$ cat config.mk
export PLATFORM = sky130hd
export DESIGN_NAME = spi_slave_regfile
export DESIGN_NICKNAME = d
export VERILOG_FILES = /design/src/rtl/spi_regfile_pkg.sv /design/src/rtl/spi_sync_edge.sv /design/src/rtl/spi_slave_regfile.sv
export SDC_FILE = /design/constraint.sdc
export NUM_CORES = 1
export LEC_CHECK = 0
export CORE_MARGIN = 3
export CORE_UTILIZATION = 34
export CTS_CLUSTER_SIZE = 10
export DETAILED_ROUTE_END_ITERATION = 7
export GPL_ROUTABILITY_DRIVEN = 0
export GPL_TIMING_DRIVEN = 0
export PLACE_DENSITY = 0.63
export SYNTH_ARGS = -nofsm -noshare
export SYNTH_HDL_FRONTEND = slang
export SYNTH_SLANG_ARGS = --single-unit
$ cat constraint.sdc
create_clock -name clk -period 3.13 [get_ports clk]
set_input_delay 0.626 -clock clk [delete_from_list [all_inputs] [get_ports clk]]
set_output_delay 0.626 -clock clk [all_outputs]
set_load 0.02 [all_outputs]
$ cat src/rtl/spi_regfile_pkg.sv
// Shared types and sizes for the SPI slave register file.
package spi_regfile_pkg;

    typedef enum logic [1:0] {
        IDLE,
        CMD,
        DATA
    } state_t;

    localparam int CMD_WRITE_BIT = 7;
    localparam int ADDR_W        = 2;
    localparam int DATA_W        = 8;
    localparam int NUM_REGS      = 4;

endpackage

$ cat src/rtl/spi_sync_edge.sv
// Multi-flop synchronizer for one asynchronous SPI pin, plus rise/fall
// pulses taken from one extra flop on the synchronized level.
module spi_sync_edge #(
    parameter int   SYNC_STAGES = 2,
    parameter logic RESET_VAL   = 1'b0
) (
    input  logic clk,
    input  logic reset,
    input  logic din,
    output logic dout,
    output logic rise,
    output logic fall
);

    logic [SYNC_STAGES-1:0] sync_q;
    logic                   last_q;

    always_ff @(posedge clk or negedge reset) begin
        if (!reset) begin
            sync_q <= {SYNC_STAGES{RESET_VAL}};
            last_q <= RESET_VAL;
        end else begin
            sync_q <= {sync_q[SYNC_STAGES-2:0], din};
            last_q <= sync_q[SYNC_STAGES-1];
        end
    end

    assign dout = sync_q[SYNC_STAGES-1];
    assign rise = dout & ~last_q;
    assign fall = ~dout & last_q;

endmodule

$ cat src/rtl/spi_slave_regfile.sv
// SPI mode-0 slave owning the four display registers: command byte, then
// data bytes with address auto-increment, all in the clk domain.
module spi_slave_regfile
    import spi_regfile_pkg::*;
#(
    parameter int               SYNC_STAGES = 2,
    parameter logic [DATA_W-1:0] REG_RESET  = 8'h00
) (
    input  logic              clk,
    input  logic              reset,
    input  logic              sclk,
    input  logic              mosi,
    input  logic              ss_n,
    output logic              miso,
    output logic              miso_oe,
    output logic [DATA_W-1:0] slv_reg0,
    output logic [DATA_W-1:0] slv_reg1,
    output logic [DATA_W-1:0] slv_reg2,
    output logic [DATA_W-1:0] slv_reg3,
    output logic              wr_pulse,
    output logic [ADDR_W-1:0] wr_addr,
    output logic              busy
);

    localparam int SETTLE_W = $clog2(SYNC_STAGES + 1);

    logic sclk_lvl, sclk_rise, sclk_fall;
    logic mosi_s, mosi_rise, mosi_fall;
    logic ss_n_s, ss_rise, ss_fall;
    logic sync_unused;

    spi_sync_edge #(.SYNC_STAGES(SYNC_STAGES), .RESET_VAL(1'b0)) u_sync_sclk (
        .clk (clk), .reset(reset), .din(sclk),
        .dout(sclk_lvl), .rise(sclk_rise), .fall(sclk_fall)
    );

    spi_sync_edge #(.SYNC_STAGES(SYNC_STAGES), .RESET_VAL(1'b0)) u_sync_mosi (
        .clk (clk), .reset(reset), .din(mosi),
        .dout(mosi_s), .rise(mosi_rise), .fall(mosi_fall)
    );

    spi_sync_edge #(.SYNC_STAGES(SYNC_STAGES), .RESET_VAL(1'b1)) u_sync_ss (
        .clk (clk), .reset(reset), .din(ss_n),
        .dout(ss_n_s), .rise(ss_rise), .fall(ss_fall)
    );

    state_t              state;
    logic [2:0]          bit_cnt;
    logic [DATA_W-2:0]   rx_shift;
    logic [DATA_W-1:0]   rx_next;
    logic [DATA_W-1:0]   tx_shift;
    logic                rw_write;
    logic                shift_en;
    logic [ADDR_W-1:0]   addr;
    logic [ADDR_W-1:0]   addr_inc;
    logic                wr_pending;
    logic [DATA_W-1:0]   wr_data;
    logic                armed;
    logic [SETTLE_W-1:0] settle_cnt;
    logic                settled;
    logic [DATA_W-1:0]   regs [NUM_REGS];

    assign rx_next  = {rx_shift, mosi_s};
    assign addr_inc = addr + ADDR_W'(1);
    assign settled  = (settle_cnt == SETTLE_W'(SYNC_STAGES));

    assign sync_unused = ^{sclk_lvl, mosi_rise, mosi_fall, ss_rise, ss_fall,
                           rx_next[CMD_WRITE_BIT-1:ADDR_W]};

    // A frame may only start once ss_n has been seen high after reset, so a
    // frame that was cut by reset is never picked up half way.
    always_ff @(posedge clk or negedge reset) begin
        if (!reset) begin
            state      <= IDLE;
            bit_cnt    <= '0;
            rx_shift   <= '0;
            tx_shift   <= '0;
            rw_write   <= 1'b0;
            shift_en   <= 1'b0;
            addr       <= '0;
            wr_pending <= 1'b0;
            wr_data    <= '0;
            wr_pulse   <= 1'b0;
            wr_addr    <= '0;
            armed      <= 1'b0;
            settle_cnt <= '0;
            for (int i = 0; i < NUM_REGS; i++) begin
                regs[i] <= REG_RESET;
            end
        end else begin
            wr_pulse <= 1'b0;
            if (!settled) begin
                settle_cnt <= settle_cnt + SETTLE_W'(1);
            end
            if (settled && ss_n_s) begin
                armed <= 1'b1;
            end

            if (wr_pending) begin
                wr_pending <= 1'b0;
                regs[addr] <= wr_data;
                wr_pulse   <= 1'b1;
                wr_addr    <= addr;
                addr       <= addr_inc;
            end

            if (ss_n_s) begin
                state    <= IDLE;
                bit_cnt  <= '0;
                shift_en <= 1'b0;
            end else begin
                case (state)
                    IDLE: begin
                        if (armed) begin
                            state    <= CMD;
                            bit_cnt  <= '0;
                            rx_shift <= '0;
                        end
                    end
                    CMD: begin
                        if (sclk_rise) begin
                            rx_shift <= rx_next[DATA_W-2:0];
                            if (bit_cnt == 3'(DATA_W - 1)) begin
                                state    <= DATA;
                                bit_cnt  <= '0;
                                rw_write <= rx_next[CMD_WRITE_BIT];
                                addr     <= rx_next[ADDR_W-1:0];
                                shift_en <= 1'b0;
                                if (!rx_next[CMD_WRITE_BIT]) begin
                                    tx_shift <= regs[rx_next[ADDR_W-1:0]];
                                end
                            end else begin
                                bit_cnt <= bit_cnt + 3'd1;
                            end
                        end
                    end
                    DATA: begin
                        if (rw_write) begin
                            if (sclk_rise) begin
                                rx_shift <= rx_next[DATA_W-2:0];
                                if (bit_cnt == 3'(DATA_W - 1)) begin
                                    bit_cnt    <= '0;
                                    wr_pending <= 1'b1;
                                    wr_data    <= rx_next;
                                end else begin
                                    bit_cnt <= bit_cnt + 3'd1;
                                end
                            end
                        end else begin
                            // The fall right after a reload must not shift, or
                            // the MSB of the next byte would be lost.
                            if (sclk_rise) begin
                                if (bit_cnt == 3'(DATA_W - 1)) begin
                                    bit_cnt  <= '0;
                                    addr     <= addr_inc;
                                    tx_shift <= regs[addr_inc];
                                    shift_en <= 1'b0;
                                end else begin
                                    bit_cnt  <= bit_cnt + 3'd1;
                                    shift_en <= 1'b1;
                                end
                            end else if (sclk_fall && shift_en) begin
                                tx_shift <= {tx_shift[DATA_W-2:0], 1'b0};
                            end
                        end
                    end
                    default: state <= IDLE;
                endcase
            end
        end
    end

    assign miso     = (state == DATA) && !rw_write && !ss_n_s && tx_shift[DATA_W-1];
    assign miso_oe  = ~ss_n_s;
    assign busy     = ~ss_n_s;
    assign slv_reg0 = regs[0];
    assign slv_reg1 = regs[1];
    assign slv_reg2 = regs[2];
    assign slv_reg3 = regs[3];

endmodule

==> results.toml <==
[status]
outcome = "completed"

[grt]
grt_max_degree = 41
grt_overflow_total = 0
antenna_found_initial = 0
grt_usage = 0.1455
grt_pass1_wl_um = 14390
grt_pass1_vias = 2723

[synthesis]
synth_cell_types = 42
synth.area.mux_share = 0.2449
synthAdderAreaFrac = 0.03602
async_reset_ff_frac = 1.000
netlist_top_cells_count = "dfrtp_1 (76), mux2_2 (49), nand2_1 (23), nor2_1 (18)"
synth_top_cell_area_share = 0.4977
synth-edff-count = 0
postSynthAreaPerCell_um2 = 12.82
synth_seq_cells = 78
syn_inst = 298
synth.most_common_cell = "dfrtp_1"
yosysWarningCount = 0
syn_nets = 314
synth_ff_type = "dfrtp_1"
yosys.area.top_type = "dfrtp_1"
synth_top_family_by_area = "multiplexers"
seq_area_frac_synth = 0.5115
synth-compound-area-share = 0.07466
syn_area_mm2 = 0.003821
synth_xor_area_frac = 0.006876
ys_top_cells_by_area = "dfrtp_1 (50%), mux2_2 (14%), mux4_2 (8.8%)"
synth-simple-area-share = 0.07924

[timing]
min_period_ns = 2.877
fin_skew_ns = 0.009742
layout_setup_ws_ns = 0.2528
period_share = 0.9192
tightest_slew_ns = 0.5907
clock.fmax_ghz = 0.3476
drv_slew = 0
finalHoldViolCount = 0
setup_viol = 0
maxSlewHeadroom = 0.6053
rsz0062_at_grt = "false"

[place]
port_buffers = 42
dpl_cell_area_mm2 = 0.004434
hpwl_um = 5764
preCtsSetupSlack_ns = 0.2155
dp.cells = 481

[min_path]
hold_path_class = "input port to async pin"

[final_layout]
final_nets = 368
fillCellCount = 1028
drive_gt1_frac = 0.2921
final_core_util = 0.4220
syn2layout_area_growth_pct = 20.24
finalNonFillerCells = 496
final_area_mm2 = 0.004594
n_antenna_cell = 0

[setup_path]
r2r_slack_ns = 0.88
crit_chain = "inv_1 > ha_1 > inv_1 > clkbuf_1 > nor4b_2 > dlygate4sd2_1"
arrival_ns = 2.25
cp_top_family = "buffers and inverters"
path_buf_inv = 4
crit_path_max_fanout = 10
reg2reg_to = "tx_shift[6]$_DFFE_PN0P_"
critPathLaunchType = "register"
rr_startpoint = "addr[0]$_DFF_PN0_"
endpoint = "miso"
cp.depth = 6
worstSetupEndpointType = "output port"
crit_required_ns = 2.50
slowest_stage = "dfrtp_1"
ff2ff_path_depth = 8
crit_start = "state[0]$_DFFE_PN0P_"
crit_type = "register to output port"
cp_common_cell = "inv_1"
critPathMaxStageDelay_ns = 0.43

[pwr]
pwr-share-comb = 0.106
p_clk_frac = 0.336
power_switching_uw = 486.2
power.density_mw_per_mm2 = 406.2
cellLeakagePower_uw = 0.002061
power.total_uw = 1866
peakVddDrop_v = 0.0001486
p_int_uw = 1380
pwr-share-seq = 0.559
switching_share = 0.2606

[die]
die-width_um = 112.0
io_pins = 43
fp.coreArea_mm2 = 0.01089
die_h_um = 112.0
die-area_mm2 = 0.01255
rows = 38
initial_core_util = 0.3510

[routing]
wl_um = 8436
dr.max_layer_used = "met4"
remaining_drc_errors = 0
vias = 2520
antenna_left = 0
viasPerCell = 5.081
wl_met2_um = 3933
wl_met3_um = 283
m1WireLength_um = 4099
routedWlPerCell_um = 17.01
drtPass1Iterations = 4
drt-initial-drc-count = 127

[cts]
cts_root_buffer = "clkbuf_8"
path_clk_slew_ns = 0.08
cts_max_level = 3
clock_latency_ns = 0.34
cts_buffer_depth = 2
cts_buffers = 9
cts.sinks = 78
cts_tree = "yes"
postCtsHoldBufs = 0

[run]
maxCapViolations = 0
[what timing repair did]
action	4_1_cts	5_1_grt
gates resized for setup	2	0
setup endpoints to repair	1	0
buffers inserted	0	0
[worst min-delay path by stage]
stage | start | to | depth (start not counted)
2_1_floorplan | reset | addr[0]$_DFF_PN0_ | 0
3_3_place_gp | u_sync_mosi.sync_q[0]$_DFF_PN0_ | u_sync_mosi.sync_q[1]$_DFF_PN0_ | 0
3_5_place_dp | u_sync_sclk.sync_q[0]$_DFF_PN0_ | u_sync_sclk.sync_q[1]$_DFF_PN0_ | 0
4_1_cts | reset | slv_reg3[2]$_DFFE_PN0P_ | 1
5_1_grt | reset | bit_cnt[0]$_DFFE_PN0P_ | 1
6_report | reset | slv_reg0[6]$_DFFE_PN0P_ | 1
[layer usage]
metal / up-vias / global-route usage
met5: - / 0
met4: 0 / 0.04567
met3: 9 / 0.02749
met2: 65 / 0.2302
met1: 1264 / 0.2049
li1: 1182 / -
[cell families after synthesis]
| kind of cell | after synthesis |
|---|---|
| buffers and inverters | 32 |
| DFF | 78 |
| xor gates and xnor gates | 3 |
| muxes | 67 |
| AOI/OAI and AO/OA | 45 |
| adders and majority gates | 11 |
| and+or+nand+nor | 62 |
[cell usage in the layout (no fill, tap or decap), types with 2 or more instances in the layout]
master,synthesis,final
inv_1,16,16
nand2_1,23,23
nor2_1,18,18
xnor2_1,3,3
o31ai_1,2,2
buf_4,5,6
a22oi_1,2,2
ha_1,11,11
clkbuf_8,1,10
nand2b_1,2,2
o22ai_1,2,2
buf_6,3,3
buf_2,5,5
dfstp_2,2,2
a31oi_1,7,7
a21oi_1,8,8
dfrtp_1,76,76
clkinv_2,0,4
mux2_2,49,49
mux2i_1,2,2
o21ai_0,16,16
and3_1,2,2
nand3_1,9,9
clkdlybuf4s50_1,0,40
mux4_2,15,15
clkbuf_1,1,2
[metrics by stage]
step                setup TNS (ns)  hold WS, ns
floorplan                        0       0.3304
global placement            -99.00       0.3335
detailed placement               0       0.3420
CTS                              0       0.2543
global route                     0       0.2679
finish                           0       0.2533
[cell type report]
type | instances | area [um^2] | share of cell area
flip-flops and latches | 78 | 1954 | 0.4254
clock inverters | 5 | 27.53 | 0.005991
inverters | 16 | 60.06 | 0.01307
plain buffers | 16 | 118.9 | 0.02587
multi-input cells | 188 | 1694 | 0.3687
well taps | 140 | 175.2 | 0.03813
clock buffers | 10 | 127.6 | 0.02778
repair buffers | 43 | 436.7 | 0.09504
[power by group through the flow]
stage / Sequential [uW] / Clock (uW) / Combinational (uW)
after floorplan: 1060 / 0 / 135
after global placement: 1060 / 0 / 194
after detailed placement: 1060 / 0 / 199
after CTS: 1040 / 651 / 199
after global routing: 1050 / 703 / 220
final: 1040 / 627 / 197
[registers in the layout, summed over array words and instances (netlist names), 2 cells and up]
signal              cells
wr_addr                 2
slv_reg3                8
slv_reg2                8
u_sync_sclk.sync_q      2
rx_shift                7
settle_cnt              2
bit_cnt                 3
u_sync_mosi.sync_q      2
slv_reg0                8
wr_data                 8
addr                    2
slv_reg1                8
state                   2
u_sync_ss.sync_q        2
tx_shift                8
Note: power is estimated with default switching activity, not from simulation.
